File: config.mk
export PLATFORM = sky130hd
export DESIGN_NAME = mem8x8_ctrl
export DESIGN_NICKNAME = d
export VERILOG_FILES = /design/src/rtl/mem8x8_ctrl_pkg.sv /design/src/rtl/mem8x8_ctrl_rr_arb2.sv /design/src/rtl/mem8x8_ctrl.sv
export SDC_FILE = /design/constraint.sdc
export NUM_CORES = 1
export LEC_CHECK = 0
export ABC_AREA = 1
export CORE_MARGIN = 3
export CORE_UTILIZATION = 51
export CTS_BUF_LIST = sky130_fd_sc_hd__clkbuf_4 sky130_fd_sc_hd__clkbuf_8
export DETAILED_ROUTE_END_ITERATION = 10
export PLACE_DENSITY_LB_ADDON = 0.1
export SLEW_MARGIN = 20
export SYNTH_ARGS = -nofsm -noshare
export SYNTH_HDL_FRONTEND = slang
export SYNTH_HIERARCHICAL = 1
export SYNTH_SLANG_ARGS = --single-unit
File: constraint.sdc
create_clock -name clk -period 2.94 [get_ports clk]
set_clock_uncertainty 0.2 [all_clocks]
set_input_delay 0.588 -clock clk [delete_from_list [all_inputs] [get_ports clk]]
set_output_delay 0.588 -clock clk [all_outputs]
set_load 0.01 [all_outputs]
File: src/rtl/mem8x8_ctrl_pkg.sv
// Shared definitions for the 8x8 bitcell array controller: FSM states,
// default geometry and requester identifiers.
package mem8x8_ctrl_pkg;

  localparam int DEF_ADDR_W = 3;
  localparam int DEF_DATA_W = 8;

  localparam logic REQ_A = 1'b0;
  localparam logic REQ_B = 1'b1;

  typedef enum logic [2:0] {
    IDLE    = 3'd0,
    SETUP   = 3'd1,
    STROBE  = 3'd2,
    RELEASE = 3'd3,
    RESP    = 3'd4
  } state_t;

endpackage

File: src/rtl/mem8x8_ctrl_rr_arb2.sv
// Two-way round-robin arbiter: a lone request always wins; under contention
// the requester that was not granted last time wins.
module rr_arb2
  import mem8x8_ctrl_pkg::*;
(
  input  logic valid_a,
  input  logic valid_b,
  input  logic enable,
  input  logic last_grant,
  output logic grant_a,
  output logic grant_b
);

  assign grant_a = enable && valid_a && (!valid_b || (last_grant == REQ_B));
  assign grant_b = enable && valid_b && (!valid_a || (last_grant == REQ_A));

endmodule

File: src/rtl/mem8x8_ctrl.sv
// Access controller for the 8x8 bitcell array. Sequences rw/din/sel so that
// rw and data only ever change while every row select is low.
module mem8x8_ctrl
  import mem8x8_ctrl_pkg::*;
#(
  parameter int ADDR_W    = DEF_ADDR_W,
  parameter int DATA_W    = DEF_DATA_W,
  parameter int READ_WAIT = 1
) (
  input  logic                       clk,
  input  logic                       rst_n,
  input  logic                       a_valid,
  output logic                       a_ready,
  input  logic                       a_we,
  input  logic [ADDR_W-1:0]          a_addr,
  input  logic [DATA_W-1:0]          a_wdata,
  output logic                       a_rsp_valid,
  output logic [DATA_W-1:0]          a_rdata,
  input  logic                       b_valid,
  output logic                       b_ready,
  input  logic                       b_we,
  input  logic [ADDR_W-1:0]          b_addr,
  input  logic [DATA_W-1:0]          b_wdata,
  output logic                       b_rsp_valid,
  output logic [DATA_W-1:0]          b_rdata,
  output logic                       mem_rw,
  output logic [(1 << ADDR_W)-1:0]   mem_sel,
  output logic [DATA_W-1:0]          mem_din,
  input  logic [DATA_W-1:0]          mem_dout,
  output logic                       busy
);

  localparam int ROWS  = 1 << ADDR_W;
  localparam int CNT_W = (READ_WAIT > 1) ? $clog2(READ_WAIT) : 1;

  state_t              state;
  logic                lat_we;
  logic                lat_id;
  logic                last_grant;
  logic [ADDR_W-1:0]   lat_addr;
  logic [DATA_W-1:0]   cap_data;
  logic [CNT_W-1:0]    cnt;
  logic                grant_a;
  logic                grant_b;
  logic                strobe_done;

  rr_arb2 u_arb (
    .valid_a    (a_valid),
    .valid_b    (b_valid),
    .enable     (state == IDLE),
    .last_grant (last_grant),
    .grant_a    (grant_a),
    .grant_b    (grant_b)
  );

  assign a_ready     = grant_a;
  assign b_ready     = grant_b;
  assign busy        = (state != IDLE);
  assign strobe_done = lat_we || (cnt == CNT_W'(READ_WAIT - 1));

  // rw/din are loaded at acceptance and held through RELEASE; sel is only
  // raised one cycle after rw/din settle and dropped one cycle before they move.
  always_ff @(posedge clk or negedge rst_n) begin
    if (!rst_n) begin
      state       <= IDLE;
      lat_we      <= 1'b0;
      lat_id      <= REQ_A;
      lat_addr    <= '0;
      last_grant  <= REQ_B;
      cap_data    <= '0;
      cnt         <= '0;
      mem_rw      <= 1'b0;
      mem_sel     <= '0;
      mem_din     <= '0;
      a_rsp_valid <= 1'b0;
      b_rsp_valid <= 1'b0;
      a_rdata     <= '0;
      b_rdata     <= '0;
    end else begin
      a_rsp_valid <= 1'b0;
      b_rsp_valid <= 1'b0;
      case (state)
        IDLE: begin
          mem_rw  <= 1'b0;
          mem_din <= '0;
          mem_sel <= '0;
          if (grant_a || grant_b) begin
            lat_id     <= grant_b ? REQ_B : REQ_A;
            last_grant <= grant_b ? REQ_B : REQ_A;
            lat_we     <= grant_b ? b_we : a_we;
            lat_addr   <= grant_b ? b_addr : a_addr;
            mem_rw     <= grant_b ? b_we : a_we;
            if (grant_b) begin
              mem_din <= b_we ? b_wdata : '0;
            end else begin
              mem_din <= a_we ? a_wdata : '0;
            end
            state <= SETUP;
          end
        end
        SETUP: begin
          mem_sel <= ROWS'(1) << lat_addr;
          cnt     <= '0;
          state   <= STROBE;
        end
        STROBE: begin
          if (strobe_done) begin
            mem_sel <= '0;
            if (!lat_we) begin
              cap_data <= mem_dout;
            end
            state <= RELEASE;
          end else begin
            cnt <= cnt + 1'b1;
          end
        end
        RELEASE: begin
          if (lat_id == REQ_A) begin
            a_rsp_valid <= 1'b1;
            if (!lat_we) begin
              a_rdata <= cap_data;
            end
          end else begin
            b_rsp_valid <= 1'b1;
            if (!lat_we) begin
              b_rdata <= cap_data;
            end
          end
          state <= RESP;
        end
        RESP: begin
          mem_rw  <= 1'b0;
          mem_din <= '0;
          state   <= IDLE;
        end
        default: begin
          mem_sel <= '0;
          mem_rw  <= 1'b0;
          state   <= IDLE;
        end
      endcase
    end
  end

endmodule

==> metrics.txt <==
# TYPE chip_impl_metric gauge
chip_impl_info{name="crit_path_cell_trace",value="nor2_4, nand2_4, inv_1, nand2_1, a21oi_1, clkdlybuf4s50_1"} 1
chip_impl_metric{name="worst_path_fanout_max",unit=""} 5
chip_impl_metric{name="placed_cells",unit=""} 392
chip_impl_metric{name="yosysUniqueCellTypes",unit=""} 22
chip_impl_metric{name="timing.final.hold_violations",unit=""} 0
chip_impl_metric{name="grt_pass1_wl",unit="mm"} 8.797
chip_impl_metric{name="cts_htree_levels",unit=""} 2
chip_impl_metric{name="drv_slew",unit=""} 0
chip_impl_metric{name="clock.fmax",unit="MHz"} 359.9
chip_impl_metric{name="final.setup.tns",unit="ps"} 0
chip_impl_metric{name="worst_slew_pin_slew",unit="ps"} 663.9
chip_impl_metric{name="grt_max_degree",unit=""} 32
chip_impl_metric{name="post_route_drc",unit=""} 0
chip_impl_metric{name="power_per_cell_area",unit="nW/µm²"} 894.8
chip_impl_metric{name="cp.depth",unit=""} 6
chip_impl_metric{name="gp_congestion",unit=""} 0.8005
chip_impl_metric{name="worstPathRequired",unit="ps"} 2150
chip_impl_metric{name="cts_setup_buffers",unit=""} 0
chip_impl_metric{name="clk_path_buf_depth",unit=""} 2
chip_impl_info{name="status",value="finished, final reports clean"} 1
chip_impl_metric{name="rows",unit=""} 23
chip_impl_metric{name="ant_nets",unit=""} 0
chip_impl_metric{name="drive_above_1_share",unit=""} 0.07429
chip_impl_metric{name="insertion_delay",unit="ps"} 300
chip_impl_info{name="setup.worst_path.end_class",value="output port"} 1
chip_impl_metric{name="final-instance-count-excl-fill",unit=""} 400
chip_impl_info{name="hold_path_class",value="input pin to async pin"} 1
chip_impl_metric{name="worstRegToRegCells",unit=""} 9
chip_impl_metric{name="detailedPlace.worstSlack",unit="ps"} 315.0
chip_impl_metric{name="fin_worst_hold_slack",unit="ps"} 112.2
chip_impl_metric{name="postSynthAreaPerCell",unit="µm²"} 8.473
chip_impl_info{name="tritoncts",value="done"} 1
chip_impl_metric{name="critical_path.max_stage_delay",unit="ps"} 570
chip_impl_metric{name="die_area",unit="µm²"} 5362
chip_impl_metric{name="synth.yosys.warnings",unit=""} 6
chip_impl_metric{name="final.setup.worst_slack",unit="ps"} 161.7
chip_impl_metric{name="vias_per_cell",unit=""} 4.995
chip_impl_info{name="crit_slowest_cell",value="sky130_fd_sc_hd__clkdlybuf4s50_1"} 1
chip_impl_metric{name="cts.reportedPaths.clkPinSlew",unit="ps"} 90
chip_impl_metric{name="die_y",unit="µm"} 73.23
chip_impl_metric{name="detailedRoute.firstPassIterationCount",unit=""} 4
chip_impl_metric{name="grt_pass1_vias",unit=""} 1889
chip_impl_metric{name="floorplan.initialDensity",unit=""} 0.5523
chip_impl_metric{name="routed_wire_length_per_instance",unit="µm"} 12.97
chip_impl_metric{name="synthToLayoutAreaGrowth",unit="%"} 37.84
chip_impl_metric{name="postSynthNetCount",unit=""} 308
chip_impl_info{name="worstSetupStartpoint",value="state[1]$_DFFE_PN0P_"} 1
chip_impl_metric{name="use_met2",unit=""} 0.3505
chip_impl_info{name="worst_path_dominant_cell_family",value="buffers and inverters"} 1
chip_impl_metric{name="drt_wl_total",unit="mm"} 5.188
chip_impl_info{name="setup.worst_path.start_class",value="flip-flop"} 1
chip_impl_metric{name="design.portCount",unit=""} 74
chip_impl_info{name="worst_path_class_setup",value="flip-flop to output port"} 1
chip_impl_metric{name="syn-cell-area",unit="µm²"} 2305
chip_impl_metric{name="gr_util_met3",unit=""} 0.06749
chip_impl_metric{name="maxSlewHeadroom",unit=""} 0.5574
chip_impl_metric{name="post-route-period-util",unit=""} 0.9450
chip_impl_metric{name="holdBufCountCts",unit=""} 0
chip_impl_metric{name="vdd_drop_max",unit="mV"} 0.5444
chip_impl_metric{name="finalCriticalPeriod",unit="ps"} 2778
chip_impl_metric{name="final_count_of_negative_setup_slack_endpoints",unit=""} 0
chip_impl_info{name="cts.root.buffer_cell",value="sky130_fd_sc_hd__clkbuf_8"} 1
chip_impl_info{name="r2r_start",value="state[1]$_DFFE_PN0P_"} 1
chip_impl_metric{name="die_wd",unit="µm"} 73.23
chip_impl_metric{name="place.port_buffers",unit=""} 73
chip_impl_metric{name="antenna_found_initial",unit=""} 0
chip_impl_metric{name="finish.net_count",unit=""} 385
chip_impl_metric{name="drtIter0Drc",unit=""} 118
chip_impl_metric{name="tritoncts_num_sinks",unit=""} 53
chip_impl_metric{name="ys_ff_latch",unit=""} 53
chip_impl_metric{name="ys_seq_area_frac",unit=""} 0.5760
chip_impl_metric{name="worst-path-buf-inv",unit=""} 2
chip_impl_metric{name="dr_total_vias",unit=""} 1998
chip_impl_metric{name="arrival",unit="ps"} 1990
chip_impl_metric{name="n_antenna_cell",unit=""} 0
chip_impl_metric{name="globalRouteMet1Util",unit=""} 0.2795
chip_impl_metric{name="cts-buffers-inserted",unit=""} 5
chip_impl_info{name="rsz_0062_raised_after_global_routing",value="false"} 1
chip_impl_metric{name="postSynthCellCount",unit=""} 272
chip_impl_metric{name="grt_overflow_total",unit=""} 0
chip_impl_metric{name="core_region_area",unit="µm²"} 4173
chip_impl_metric{name="global_route.usage.total",unit=""} 0.2129
chip_impl_metric{name="leakage_power",unit="nW"} 1.626
chip_impl_metric{name="place_hpwl",unit="mm"} 3.797
chip_impl_info{name="grt.busiest_layer",value="met2"} 1
chip_impl_metric{name="maxCapViolCount",unit=""} 0
cells by family (layout without fill, tap and decap cells):
group | after synthesis | count (layout) | synth area share
DFF | 53 | 53 | 0.5760
and+or+nand+nor | 173 | 173 | 0.3350
buffers and inverters | 29 | 107 | 0.05212
AOI/OAI and AO/OA | 17 | 17 | 0.03692
worst register-to-register path, stage by stage (launching register included):
cell                      delay, ps
sky130_fd_sc_hd__dfrtp_1        490
sky130_fd_sc_hd__nor2_4         200
sky130_fd_sc_hd__nand2_4         90
sky130_fd_sc_hd__inv_1          120
sky130_fd_sc_hd__nand2_1         70
sky130_fd_sc_hd__a21oi_1        150
sky130_fd_sc_hd__buf_4          230
sky130_fd_sc_hd__nor2_1         120
sky130_fd_sc_hd__nor2_4         330
sky130_fd_sc_hd__o21ai_0        170
synthesized netlist by cell type (all sizes together):
| cell | n | area [µm²] |
|---|---|---|
| nand2 | 133 | 514.2 |
| inv | 22 | 82.58 |
| and3 | 1 | 6.260 |
| dfrtp | 52 | 1301 |
| a21oi | 2 | 10.01 |
| o21ai | 15 | 75.07 |
| nand4 | 9 | 56.30 |
| nand3 | 20 | 117.6 |
| buf | 4 | 26.27 |
| clkinv | 1 | 3.750 |
| dfstp | 1 | 26.28 |
| clkbuf | 2 | 7.510 |
| nor3 | 2 | 32.53 |
| nor2 | 8 | 45.04 |
placed cells by master (no fill, tap or decap):
| master | n |
|---|---|
| sky130_fd_sc_hd__nand4_1 | 9 |
| sky130_fd_sc_hd__nand3_2 | 1 |
| sky130_fd_sc_hd__a21oi_1 | 2 |
| sky130_fd_sc_hd__clkbuf_8 | 5 |
| sky130_fd_sc_hd__nor2_2 | 2 |
| sky130_fd_sc_hd__buf_4 | 3 |
| sky130_fd_sc_hd__nand3_1 | 18 |
| sky130_fd_sc_hd__dfrtp_1 | 52 |
| sky130_fd_sc_hd__nor3_4 | 2 |
| sky130_fd_sc_hd__buf_2 | 1 |
| sky130_fd_sc_hd__nand3_4 | 1 |
| sky130_fd_sc_hd__inv_6 | 1 |
| sky130_fd_sc_hd__o21ai_0 | 15 |
| sky130_fd_sc_hd__nand2_2 | 3 |
| sky130_fd_sc_hd__clkdlybuf4s50_1 | 72 |
| sky130_fd_sc_hd__and3_1 | 1 |
| sky130_fd_sc_hd__nor2_1 | 4 |
| sky130_fd_sc_hd__dfstp_2 | 1 |
| sky130_fd_sc_hd__clkinv_2 | 1 |
| sky130_fd_sc_hd__nor2_4 | 2 |
| sky130_fd_sc_hd__clkinv_1 | 1 |
| sky130_fd_sc_hd__clkbuf_4 | 1 |
| sky130_fd_sc_hd__inv_2 | 1 |
| sky130_fd_sc_hd__nand2_1 | 129 |
| sky130_fd_sc_hd__nand2_4 | 1 |
| sky130_fd_sc_hd__inv_1 | 21 |
final timing paths:
| kind | to | slack, ps |
|---|---|---|
| min in group clk | mem_sel[5]$_DFFE_PN0P_ | 280 |
| worst max register to register | lat_addr[0]$_DFFE_PN0P_ | 630 |
| max in group asynchronous | last_grant$_DFFE_PN1P_ | 1720 |
| worst max-delay path | b_ready | 160 |
| worst min-delay path | mem_sel[4]$_DFFE_PN0P_ | 110 |
| worst min register to register | mem_sel[5]$_DFFE_PN0P_ | 280 |
routing by layer:
metal,part of all wire,vias to the layer above
met3,0.070,2
met4,0.0046,0
met2,0.48,67
met1,0.44,919
li1,-,1010
met5,0,-
sequential cells by signal, summed over array words and instances (netlist names), 3 cells and up:
register  flops
mem_din       8
cap_data      8
b_rdata       8
state         3
a_rdata       8
mem_sel       8
lat_addr      3
metrics by stage:
stage | cell area, µm² | total power, mW | utilization
6_report | 3177 | 2.843 | 0.7613
5_1_grt | 3177 | 3.073 | 0.7613
4_1_cts | 3172 | 2.863 | 0.7601
3_5_place_dp | 3082 | 2.442 | 0.7385
3_3_place_gp | 3082 | 2.399 | 0.7385
2_1_floorplan | 2305 | 1.860 | -
report_power, final:
part	switching [mW]	internal, mW	total (mW)
registers	0.226	1.01	1.23
clock network	0.226	0.179	0.405
logic	0.659	0.545	1.20
final cells by class:
type / count / area, µm²
tap: 50 / 62.56
clock inverter: 2 / 13.76
fill: 321 / 996.0
sequential: 53 / 1328
timing repair buffer: 76 / 748.2
multi-input combinational: 190 / 862.1
clock buffer: 6 / 76.32
inverter: 23 / 86.33
what timing repair did:
| item | CTS | global route |
|---|---|---|
| resized for setup | 0 | 1 |
| endpoints found under the setup margin | 0 | 1 |
| endpoints found under the hold margin | 0 | 0 |
Power figures use the tool's default switching activity.
